==> src/rtl/alu_op_sequencer_if.sv <==
`default_nettype none
// ============================================================================
// Module   : alu_op_sequencer_if
// Brief    : Request/result bundle between the control block, the ALU op
//            sequencer and the downstream consumer of alu_ctrl.
// Revision : 1.0 - initial release
// ============================================================================
interface alu_op_sequencer_if #(
    parameter int FUNC_W = 6
);
    logic              in_valid;
    logic              in_ready;
    logic [2:0]        alu_op;
    logic [FUNC_W-1:0] func;
    logic              out_valid;
    logic              out_ready;
    logic [3:0]        alu_ctrl;
    logic              illegal;
    logic              md_start;
    logic              md_busy;

    // Sequencer side: consumes requests, produces results
    modport slave (
        input  in_valid, alu_op, func, out_ready,
        output in_ready, out_valid, alu_ctrl, illegal, md_start, md_busy
    );

    // Requester/consumer side
    modport master (
        output in_valid, alu_op, func, out_ready,
        input  in_ready, out_valid, alu_ctrl, illegal, md_start, md_busy
    );
endinterface : alu_op_sequencer_if
`default_nettype wire

==> src/rtl/alu_op_sequencer.sv <==
`default_nettype none
// ============================================================================
// Module   : alu_op_sequencer
// Brief    : Decodes alu_op/func into a registered ALU control code and
//            sequences single-cycle versus multi-cycle (mult/div) operations
//            with a valid/ready handshake on both sides.
// Revision : 1.0 - initial release
// ============================================================================
module alu_op_sequencer #(
    parameter int FUNC_W        = 6,
    parameter int MD_CYCLES     = 32,
    parameter int ENABLE_MULDIV = 1
) (
    input  wire logic          clk,
    input  wire logic          rst,
    alu_op_sequencer_if.slave  bus
);

    localparam int CNT_W = (MD_CYCLES > 2) ? $clog2(MD_CYCLES) : 1;

    localparam logic [1:0] c_IDLE = 2'd0;
    localparam logic [1:0] c_BUSY = 2'd1;
    localparam logic [1:0] c_OUT  = 2'd2;

    localparam logic [CNT_W-1:0] c_CNT_LOAD = CNT_W'(MD_CYCLES - 1);

    localparam logic [3:0] c_CTRL_AND  = 4'b0000;
    localparam logic [3:0] c_CTRL_OR   = 4'b0001;
    localparam logic [3:0] c_CTRL_ADD  = 4'b0010;
    localparam logic [3:0] c_CTRL_SUB  = 4'b0110;
    localparam logic [3:0] c_CTRL_SLT  = 4'b0111;
    localparam logic [3:0] c_CTRL_MULT = 4'b1000;
    localparam logic [3:0] c_CTRL_DIV  = 4'b1001;
    localparam logic [3:0] c_CTRL_NOR  = 4'b1100;
    localparam logic [3:0] c_CTRL_ILL  = 4'b1111;

    localparam bit c_MD_EN = (ENABLE_MULDIV != 0);

    logic [1:0]       r_state;
    logic [1:0]       w_state_nxt;
    logic [CNT_W-1:0] r_cnt;
    logic [3:0]       r_alu_ctrl;
    logic             r_illegal;
    logic             r_md_start;

    logic [5:0]       w_f;
    logic [3:0]       w_ctrl;
    logic             w_illegal;
    logic             w_is_md;
    logic             w_in_ready;
    logic             w_xfer;

    // Only the low six bits of func carry the R-type function code
    assign w_f = bus.func[5:0];

    // Opcode decode: anything not explicitly listed falls through as illegal
    always_comb begin
        w_ctrl    = c_CTRL_ILL;
        w_illegal = 1'b1;
        w_is_md   = 1'b0;
        case (bus.alu_op)
            3'b000: begin w_ctrl = c_CTRL_ADD; w_illegal = 1'b0; end
            3'b001: begin w_ctrl = c_CTRL_SUB; w_illegal = 1'b0; end
            3'b011: begin w_ctrl = c_CTRL_AND; w_illegal = 1'b0; end
            3'b100: begin w_ctrl = c_CTRL_OR;  w_illegal = 1'b0; end
            3'b101: begin w_ctrl = c_CTRL_SLT; w_illegal = 1'b0; end
            3'b010: begin
                case (w_f)
                    6'b100000: begin w_ctrl = c_CTRL_ADD; w_illegal = 1'b0; end
                    6'b100010: begin w_ctrl = c_CTRL_SUB; w_illegal = 1'b0; end
                    6'b100100: begin w_ctrl = c_CTRL_AND; w_illegal = 1'b0; end
                    6'b100101: begin w_ctrl = c_CTRL_OR;  w_illegal = 1'b0; end
                    6'b100111: begin w_ctrl = c_CTRL_NOR; w_illegal = 1'b0; end
                    6'b101010: begin w_ctrl = c_CTRL_SLT; w_illegal = 1'b0; end
                    6'b011000: begin
                        if (c_MD_EN) begin
                            w_ctrl    = c_CTRL_MULT;
                            w_illegal = 1'b0;
                            w_is_md   = 1'b1;
                        end
                    end
                    6'b011010: begin
                        if (c_MD_EN) begin
                            w_ctrl    = c_CTRL_DIV;
                            w_illegal = 1'b0;
                            w_is_md   = 1'b1;
                        end
                    end
                    default: ;
                endcase
            end
            default: ;
        endcase
    end

    // Ready depends only on state and downstream ready, never on in_valid
    assign w_in_ready = (r_state == c_IDLE) || ((r_state == c_OUT) && bus.out_ready);
    assign w_xfer     = bus.in_valid && w_in_ready;

    // Next-state selection; an accepted request in OUT chains straight on
    always_comb begin
        w_state_nxt = r_state;
        case (r_state)
            c_IDLE: begin
                if (w_xfer) w_state_nxt = w_is_md ? c_BUSY : c_OUT;
            end
            c_BUSY: begin
                if (r_cnt == '0) w_state_nxt = c_OUT;
            end
            c_OUT: begin
                if (w_xfer)             w_state_nxt = w_is_md ? c_BUSY : c_OUT;
                else if (bus.out_ready) w_state_nxt = c_IDLE;
            end
            default: w_state_nxt = c_IDLE;
        endcase
    end

    // State, result registers, md_start pulse and occupancy counter
    always_ff @(posedge clk or posedge rst) begin
        if (rst) begin
            r_state    <= c_IDLE;
            r_cnt      <= '0;
            r_alu_ctrl <= 4'b0000;
            r_illegal  <= 1'b0;
            r_md_start <= 1'b0;
        end else begin
            r_state    <= w_state_nxt;
            r_md_start <= w_xfer && w_is_md;
            if (w_xfer) begin
                r_alu_ctrl <= w_ctrl;
                r_illegal  <= w_illegal;
            end
            if (w_xfer && w_is_md) begin
                r_cnt <= c_CNT_LOAD;
            end else if ((r_state == c_BUSY) && (r_cnt != '0)) begin
                r_cnt <= r_cnt - 1'b1;
            end
        end
    end

    assign bus.in_ready  = w_in_ready;
    assign bus.out_valid = (r_state == c_OUT);
    assign bus.md_busy   = (r_state == c_BUSY);
    assign bus.md_start  = r_md_start;
    assign bus.alu_ctrl  = r_alu_ctrl;
    assign bus.illegal   = r_illegal;

endmodule : alu_op_sequencer
`default_nettype wire

==> src/flat_wrapper.sv <==
// flat-port wrapper written by rule: the top's interface ports become plain ports
module alu_op_sequencer_flat 
#(
    parameter int FUNC_W        = 6,
    parameter int MD_CYCLES     = 32,
    parameter int ENABLE_MULDIV = 1
)
  (clk, rst, bus_in_valid, bus_alu_op, bus_func, bus_out_ready, bus_in_ready, bus_out_valid, bus_alu_ctrl, bus_illegal, bus_md_start, bus_md_busy);
  alu_op_sequencer_if #(.FUNC_W(FUNC_W)) bus_i ();
  input  wire logic clk;
  input  wire logic rst;
  input wire logic [$bits(bus_i.in_valid)-1:0] bus_in_valid;
  input wire logic [$bits(bus_i.alu_op)-1:0] bus_alu_op;
  input wire logic [$bits(bus_i.func)-1:0] bus_func;
  input wire logic [$bits(bus_i.out_ready)-1:0] bus_out_ready;
  output wire logic [$bits(bus_i.in_ready)-1:0] bus_in_ready;
  output wire logic [$bits(bus_i.out_valid)-1:0] bus_out_valid;
  output wire logic [$bits(bus_i.alu_ctrl)-1:0] bus_alu_ctrl;
  output wire logic [$bits(bus_i.illegal)-1:0] bus_illegal;
  output wire logic [$bits(bus_i.md_start)-1:0] bus_md_start;
  output wire logic [$bits(bus_i.md_busy)-1:0] bus_md_busy;
  assign bus_i.in_valid = bus_in_valid;
  assign bus_i.alu_op = bus_alu_op;
  assign bus_i.func = bus_func;
  assign bus_i.out_ready = bus_out_ready;
  assign bus_in_ready = bus_i.in_ready;
  assign bus_out_valid = bus_i.out_valid;
  assign bus_alu_ctrl = bus_i.alu_ctrl;
  assign bus_illegal = bus_i.illegal;
  assign bus_md_start = bus_i.md_start;
  assign bus_md_busy = bus_i.md_busy;
  alu_op_sequencer #(.FUNC_W(FUNC_W), .MD_CYCLES(MD_CYCLES), .ENABLE_MULDIV(ENABLE_MULDIV)) u_core (.clk(clk), .rst(rst), .bus(bus_i));
endmodule
==> config.mk <==
export PLATFORM = sky130hd
export DESIGN_NAME = alu_op_sequencer_flat
export DESIGN_NICKNAME = d
export VERILOG_FILES = /design/src/rtl/alu_op_sequencer_if.sv /design/src/rtl/alu_op_sequencer.sv /design/src/flat_wrapper.sv
export SDC_FILE = /design/constraint.sdc
export NUM_CORES = 1
export LEC_CHECK = 0
export ABC_AREA = 1
export CAP_MARGIN = 25
export CORE_ASPECT_RATIO = 1.2
export CORE_UTILIZATION = 47
export DETAILED_ROUTE_END_ITERATION = 7
export GPL_TIMING_DRIVEN = 0
export PLACE_DENSITY_LB_ADDON = 0.3
export SYNTH_ARGS = -nofsm -noshare
export SYNTH_HDL_FRONTEND = slang
export SYNTH_SLANG_ARGS = --single-unit
export TNS_END_PERCENT = 5
==> constraint.sdc <==
create_clock -name clk -period 1.8 [get_ports clk]
set_input_delay 0.36 -clock clk [delete_from_list [all_inputs] [get_ports clk]]
set_output_delay 0.36 -clock clk [all_outputs]
set_load 0.05 [all_outputs]
==> reports/metrics.csv, run 1 <==
metric;value;unit
status;completed;
vias;854;
die height;49.7;um
Rows;16;
dpl ws;-0.437;ns
initial antenna violation count;0;
CTS Hold Bufs;0;
final setup fails;0;
critical path's slowest cell;clkdlybuf4s50_1;
Fin. Hold Viols;0;
leak pwr;0.629;nW
fill count;154;
CP Data Required Time;1.44;ns
Synth async-reset ratio;1.00;
Slew headroom;0.667;
final-stage net count;164;
largest net degree at the start of global routing;14;
worst setup path category;reg -> out;
Clk Latency, worst-skew pair;0.27;ns
Tot Pwr;1.16;mW
WHS;0.402;ns
Post-Syn Area;891;um^2
max incr delay on CP;0.79;ns
critical path cell sequence;clkdlybuf4s50_1;
drt pass-1 iters;4;
buffer count from post-CTS setup fixing;0;
number of max-cap violations;0;
actual slew at the worst max-slew pin;0.498;ns
most frequent cells after synthesis;nand2_1 (25), inv_1 (23), dfrtp_1 (13);
count leader, synth;nand2_1;
post-synthesis sequential area ratio;0.365;
f_max;576;MHz
Routed Antenna Nets;0;
crit end category;output pin;
share of post-route cells with drive strength above 1;0.135;
Final min period;1.74;ns
gr usage total;0.195;
DR iter-0 viols;19;
placed cell areas;0.00112;mm^2
root buf cell;clkbuf_4;
most area-consuming cells after synthesis;dfrtp_1 (37%), nand2_1 (11%), inv_1 (9.7%);
footprint of the multi-input gates;464;um^2
synth-to-layout area growth;27.9;%
Die Footprint;0.00207;mm^2
grt total ovfl;0;
clock sink count;13;
leading area contributor after synthesis;dfrtp_1;
H-tree levels;1;
Final Max Slew Viols;0;
wire length per cell;10.8;um
post-synth top area share;0.365;
CP delay by family, top;buffers and inverters;
fin crit share;0.965;
DRT Wirelength;1.79;mm
cts bufs inserted;3;
synth unique cells;25;
CP Buf/Inv Count;1;
maximum VDD drop;0.519;mV
HP Class;in -> async;
vias in the first global route;792;
FF-to-FF setup slack;0.44;ns
PD cells;1020;mW/mm^2
Top FF cell, synth;dfrtp_1;
Core ar.;0.00170;mm^2
post-CTS sizing;9;
Worst Slack Setup Final;0.0632;ns
syn_nets;138;
RSZ-0062 raised after global routing;no;
global-route wire length before repair;3.19;mm
vias per cell;5.14;
Cells after Synth;123;
TritonCTS clock tree;yes;
EDFF count, synth;0;
Inserted Diodes;0;
worst-path fanout max;1;
Reg clk slew, reported paths;0.08;ns
warnings from Yosys;0;
Worst setup SP type;flip-flop;
Clock Skew;0.00243;ns
dpl hpwl;1.48;mm
port bufs;21;
Top Ports;22;
FF+latch count, synth;13;
register area;325;um^2
final core occ;0.670;
routability cong.;0.852;
initial cell density of the core;0.524;
Die Wd;41.7;um
CP arrival;1.38;ns
Post-Syn Area per Cell;7.24;um^2
finished layout cell area;0.00114;mm^2
DRC;0;
Clock Path Buffers;2;
-- power by group --
part / switching (mW) / internal [mW] / leakage [nW]
Clock: 0.0876 / 0.0857 / 0.0150
Sequential: 0.0585 / 0.367 / 0.154
Combinational: 0.384 / 0.181 / 0.460
Total: 0.531 / 0.634 / 0.629
-- layout make-up --
class | count | area share
inverter | 27 | 0.0889
sequential | 13 | 0.285
clock buffer | 4 | 0.0231
timing repair buffer | 21 | 0.176
tap | 18 | 0.0198
multi-input combinational | 83 | 0.407
-- routing by layer --
layer	vias to the layer above	wire, um	global-route usage
met3	2	42	0.0110
met1	398	757	0.241
li1	436	-	-
met4	0	14	0.0806
met2	18	975	0.349
met5	-	0	0
-- flip-flops by register name, summed over array words and instances (netlist names) --
| register | flops |
|---|---|
| u_core.r_cnt | 5 |
| u_core.bus.alu_ctrl | 4 |
| u_core.r_state | 2 |
| u_core.bus.illegal | 1 |
| u_core.bus.md_start | 1 |
-- cells in the final DEF, fill, tap and decap left out --
master           Yosys  layout
a21oi_1              6       6
a22oi_1              2       2
a31oi_1              1       1
buf_2                0       1
clkbuf_1             0       1
clkbuf_2             0       1
clkbuf_4             0       3
clkdlybuf4s50_1      0      13
dfrtp_1             13      13
dlygate4sd2_1        0       4
dlymetal6s2s_1       0       2
ha_1                 2       2
inv_1               23      23
inv_2                4       4
nand2_1             25      25
nand2_2              1       1
nand2_4              2       2
nand3_1             10      10
nand4_1              1       1
nand4_2              1       1
nor2_1              12      12
nor2_2               3       3
nor2_4               2       2
nor2_8               1       1
nor3_1               2       2
o211ai_1             2       2
o21ai_0              4       4
o21ai_1              1       1
o21ai_2              1       1
o21bai_1             1       1
or2_1                1       1
xor2_1               2       2
-- through the flow --
| stage | TNS, ns | instances |
|---|---|---|
| 2_1_floorplan | 0 | 123 |
| 3_3_place_gp | -0.421 | 162 |
| 3_5_place_dp | -0.439 | 162 |
| 4_1_cts | -0.00257 | 166 |
| 5_1_grt | 0 | 166 |
| 6_report | 0 | 166 |
-- kinds of logic after synthesis --
| logic type | Yosys count | share of synthesized area |
|---|---|---|
| simple gates | 61 | 0.353 |
| buf+inv | 27 | 0.114 |
| xor+xnor | 2 | 0.0197 |
| flops | 13 | 0.365 |
| compound gates | 18 | 0.121 |
| fa+ha+maj | 2 | 0.0281 |
-- worst paths after layout --
check                                    startpoint                     end  depth (start not counted)
worst min register to register      u_core.r_cnt[3]         u_core.r_cnt[3]                          2
worst max-delay path            u_core.bus.md_start            bus_md_start                          1
worst min-delay path                            rst  u_core.bus.alu_ctrl[0]                          2
worst max register to register      u_core.r_cnt[0]         u_core.r_cnt[3]                          8
min in group clk                    u_core.r_cnt[3]         u_core.r_cnt[3]                          2
max in group asynchronous                       rst         u_core.r_cnt[4]                          2
(Power assumes the default switching activity.)
==> inputs of run 2 (changes only) <==
--- a/config.mk
+++ b/config.mk
@@ -12,6 +12,8 @@
 export DETAILED_ROUTE_END_ITERATION = 7
 export GPL_TIMING_DRIVEN = 0
 export PLACE_DENSITY_LB_ADDON = 0.3
+export RECOVER_POWER = 50
+export SKIP_CTS_REPAIR_TIMING = 1
 export SYNTH_ARGS = -nofsm -noshare
 export SYNTH_HDL_FRONTEND = slang
 export SYNTH_SLANG_ARGS = --single-unit
==> run 2 against run 1 <==
Utilization fell by 0.59 points. Clock-buffer cell count unchanged. Via count is 0.23% lower. Clock power is 2% higher. Sequential share of layout area increased by 0.25 points. Wire length shrank 0.28%. Highest routed layer unchanged. Register-to-register slack about the same. Critical path depth is the same. Sequential cell count unchanged.
==> reports/metrics.csv, run 2 (synthesized netlist as in run 1, its figures left out) <==
metric;value;unit;change
Fin Setup TNS;0;ns;unchanged
number of max-cap violations;0;;unchanged
Die Wd;41.7;um;unchanged
vias;852;;was 854
Die Footprint;0.00207;mm^2;unchanged
max incr delay on CP;0.79;ns;about the same
Final Max Slew Viols;0;;unchanged
cts bufs inserted;3;;unchanged
commonest non-fill, non-tap cell in the layout;nand2_1;;unchanged
wire length per cell;10.7;um;was 10.8 um
Clk Latency, worst-skew pair;0.27;ns;about the same
HP Class;in -> async;;unchanged
max reg flops;5;;unchanged
CP delay by family, top;buffers and inverters;;unchanged
clock sink count;13;;unchanged
Biggest register;u_core.r_cnt;;unchanged
Final min period;1.74;ns;about the same
fin crit share;0.968;;was 0.965
crit end category;output pin;;unchanged
DRT Wirelength;1.78;mm;was 1.79 mm
initial cell density of the core;0.524;;unchanged
Reg clk slew, reported paths;0.08;ns;about the same
TritonCTS clock tree;yes;;unchanged
PD cells;1030;mW/mm^2;was 1020 mW/mm^2
Worst setup SP type;flip-flop;;unchanged
actual slew at the worst max-slew pin;0.608;ns;was 0.498 ns
CP Buf/Inv Count;1;;unchanged
Worst Slack Setup Final;0.0576;ns;was 0.0632 ns
leak pwr;0.635;nW;was 0.629 nW
Rows;16;;unchanged
vias per cell;5.13;;was 5.14
Core ar.;0.00170;mm^2;unchanged
Fin. Hold Viols;0;;unchanged
worst setup path category;reg -> out;;unchanged
port bufs;21;;unchanged
global-route wire length before repair;3.19;mm;unchanged
CP Data Required Time;1.44;ns;about the same
final-stage net count;164;;unchanged
RSZ-0062 raised after global routing;no;;unchanged
dpl hpwl;1.48;mm;unchanged
gr usage total;0.195;;unchanged
vias in the first global route;792;;unchanged
maximum VDD drop;0.519;mV;about the same
dpl ws;-0.437;ns;unchanged
status;completed;;unchanged
placed cell areas;0.00112;mm^2;unchanged
Top Ports;22;;unchanged
drt pass-1 iters;4;;unchanged
H-tree levels;1;;unchanged
DRC;0;;unchanged
most frequent cells in the layout;nand2_1 (25), inv_1 (23), dfrtp_1 (13);;was nand2_1 (25), inv_1 (23), clkdlybuf4s50_1 (13), dfrtp_1 (13), nor2_1 (12)
synth-to-layout area growth;26.8;%;was 27.9%
reg2reg path depth;8;;unchanged
critical path cell sequence;clkdlybuf4s50_1;;unchanged
Clock Path Buffers;2;;unchanged
CP arrival;1.38;ns;about the same
Tot Pwr;1.16;mW;about the same
largest net degree at the start of global routing;14;;unchanged
root buf cell;clkbuf_4;;unchanged
DR iter-0 viols;17;;was 19
share of post-route cells with drive strength above 1;0.122;;was 0.135
die height;49.7;um;unchanged
grt total ovfl;0;;unchanged
final setup fails;0;;unchanged
Clock Skew;0.00232;ns;was 0.00243 ns
Inserted Diodes;0;;unchanged
finished layout cell area;0.00113;mm^2;was 0.00114 mm^2
Routed Antenna Nets;0;;unchanged
initial antenna violation count;0;;unchanged
f_max;574;MHz;was 576 MHz
total stage count of the critical path;1;;unchanged
Slew headroom;0.596;;was 0.667
worst-path fanout max;1;;unchanged
routability cong.;0.852;;unchanged
critical path's slowest cell;clkdlybuf4s50_1;;unchanged
final core occ;0.664;;was 0.670
[run 2: routing by layer]
layer	vias up	track usage	share of wire
met5	-	0	0
met4	0	0.0806	0.0078
met3	2	0.0110	0.026
met2	18	0.349	0.55
met1	392	0.241	0.42
li1	440	-	-
[run 2: area by class of cell]
| class | count | area, um^2 |
|---|---|---|
| fillers | 152 | 572 |
| inverters | 27 | 101 |
| repair buffers | 21 | 196 |
| well taps | 18 | 22.5 |
| multi-input cells | 83 | 458 |
| flip-flops and latches | 13 | 325 |
| clock buffers | 4 | 26.3 |
[run 2: report_power, final]
group	total [mW]	switching [mW]	leakage (nW)	internal (mW)
combinational	0.559	0.383	0.466	0.176
sequential	0.426	0.0595	0.154	0.367
clock	0.177	0.0907	0.0150	0.0859
total	1.16	0.534	0.635	0.628
[run 2: metrics by stage]
stage | hold slack [ns] | instances
2_1_floorplan | 0.237 | 123
3_3_place_gp | 0.507 | 162
3_5_place_dp | 0.521 | 162
4_1_cts | 0.413 | 166
5_1_grt | 0.581 | 166
6_report | 0.530 | 166
[run 2: path summary, 6_finish.rpt]
| kind | from | end | slack [ns] |
|---|---|---|---|
| setup / recovery | u_core.bus.md_start | bus_md_start | 0.06 |
| hold / removal | rst | u_core.bus.alu_ctrl[0] | 0.53 |
| setup reg to reg | u_core.r_cnt[0] | u_core.r_cnt[3] | 0.45 |
| hold reg to reg | u_core.r_cnt[3] | u_core.r_cnt[3] | 0.53 |
| max in group asynchronous | rst | u_core.r_cnt[4] | 0.94 |
| min in group clk | u_core.r_cnt[3] | u_core.r_cnt[3] | 0.53 |
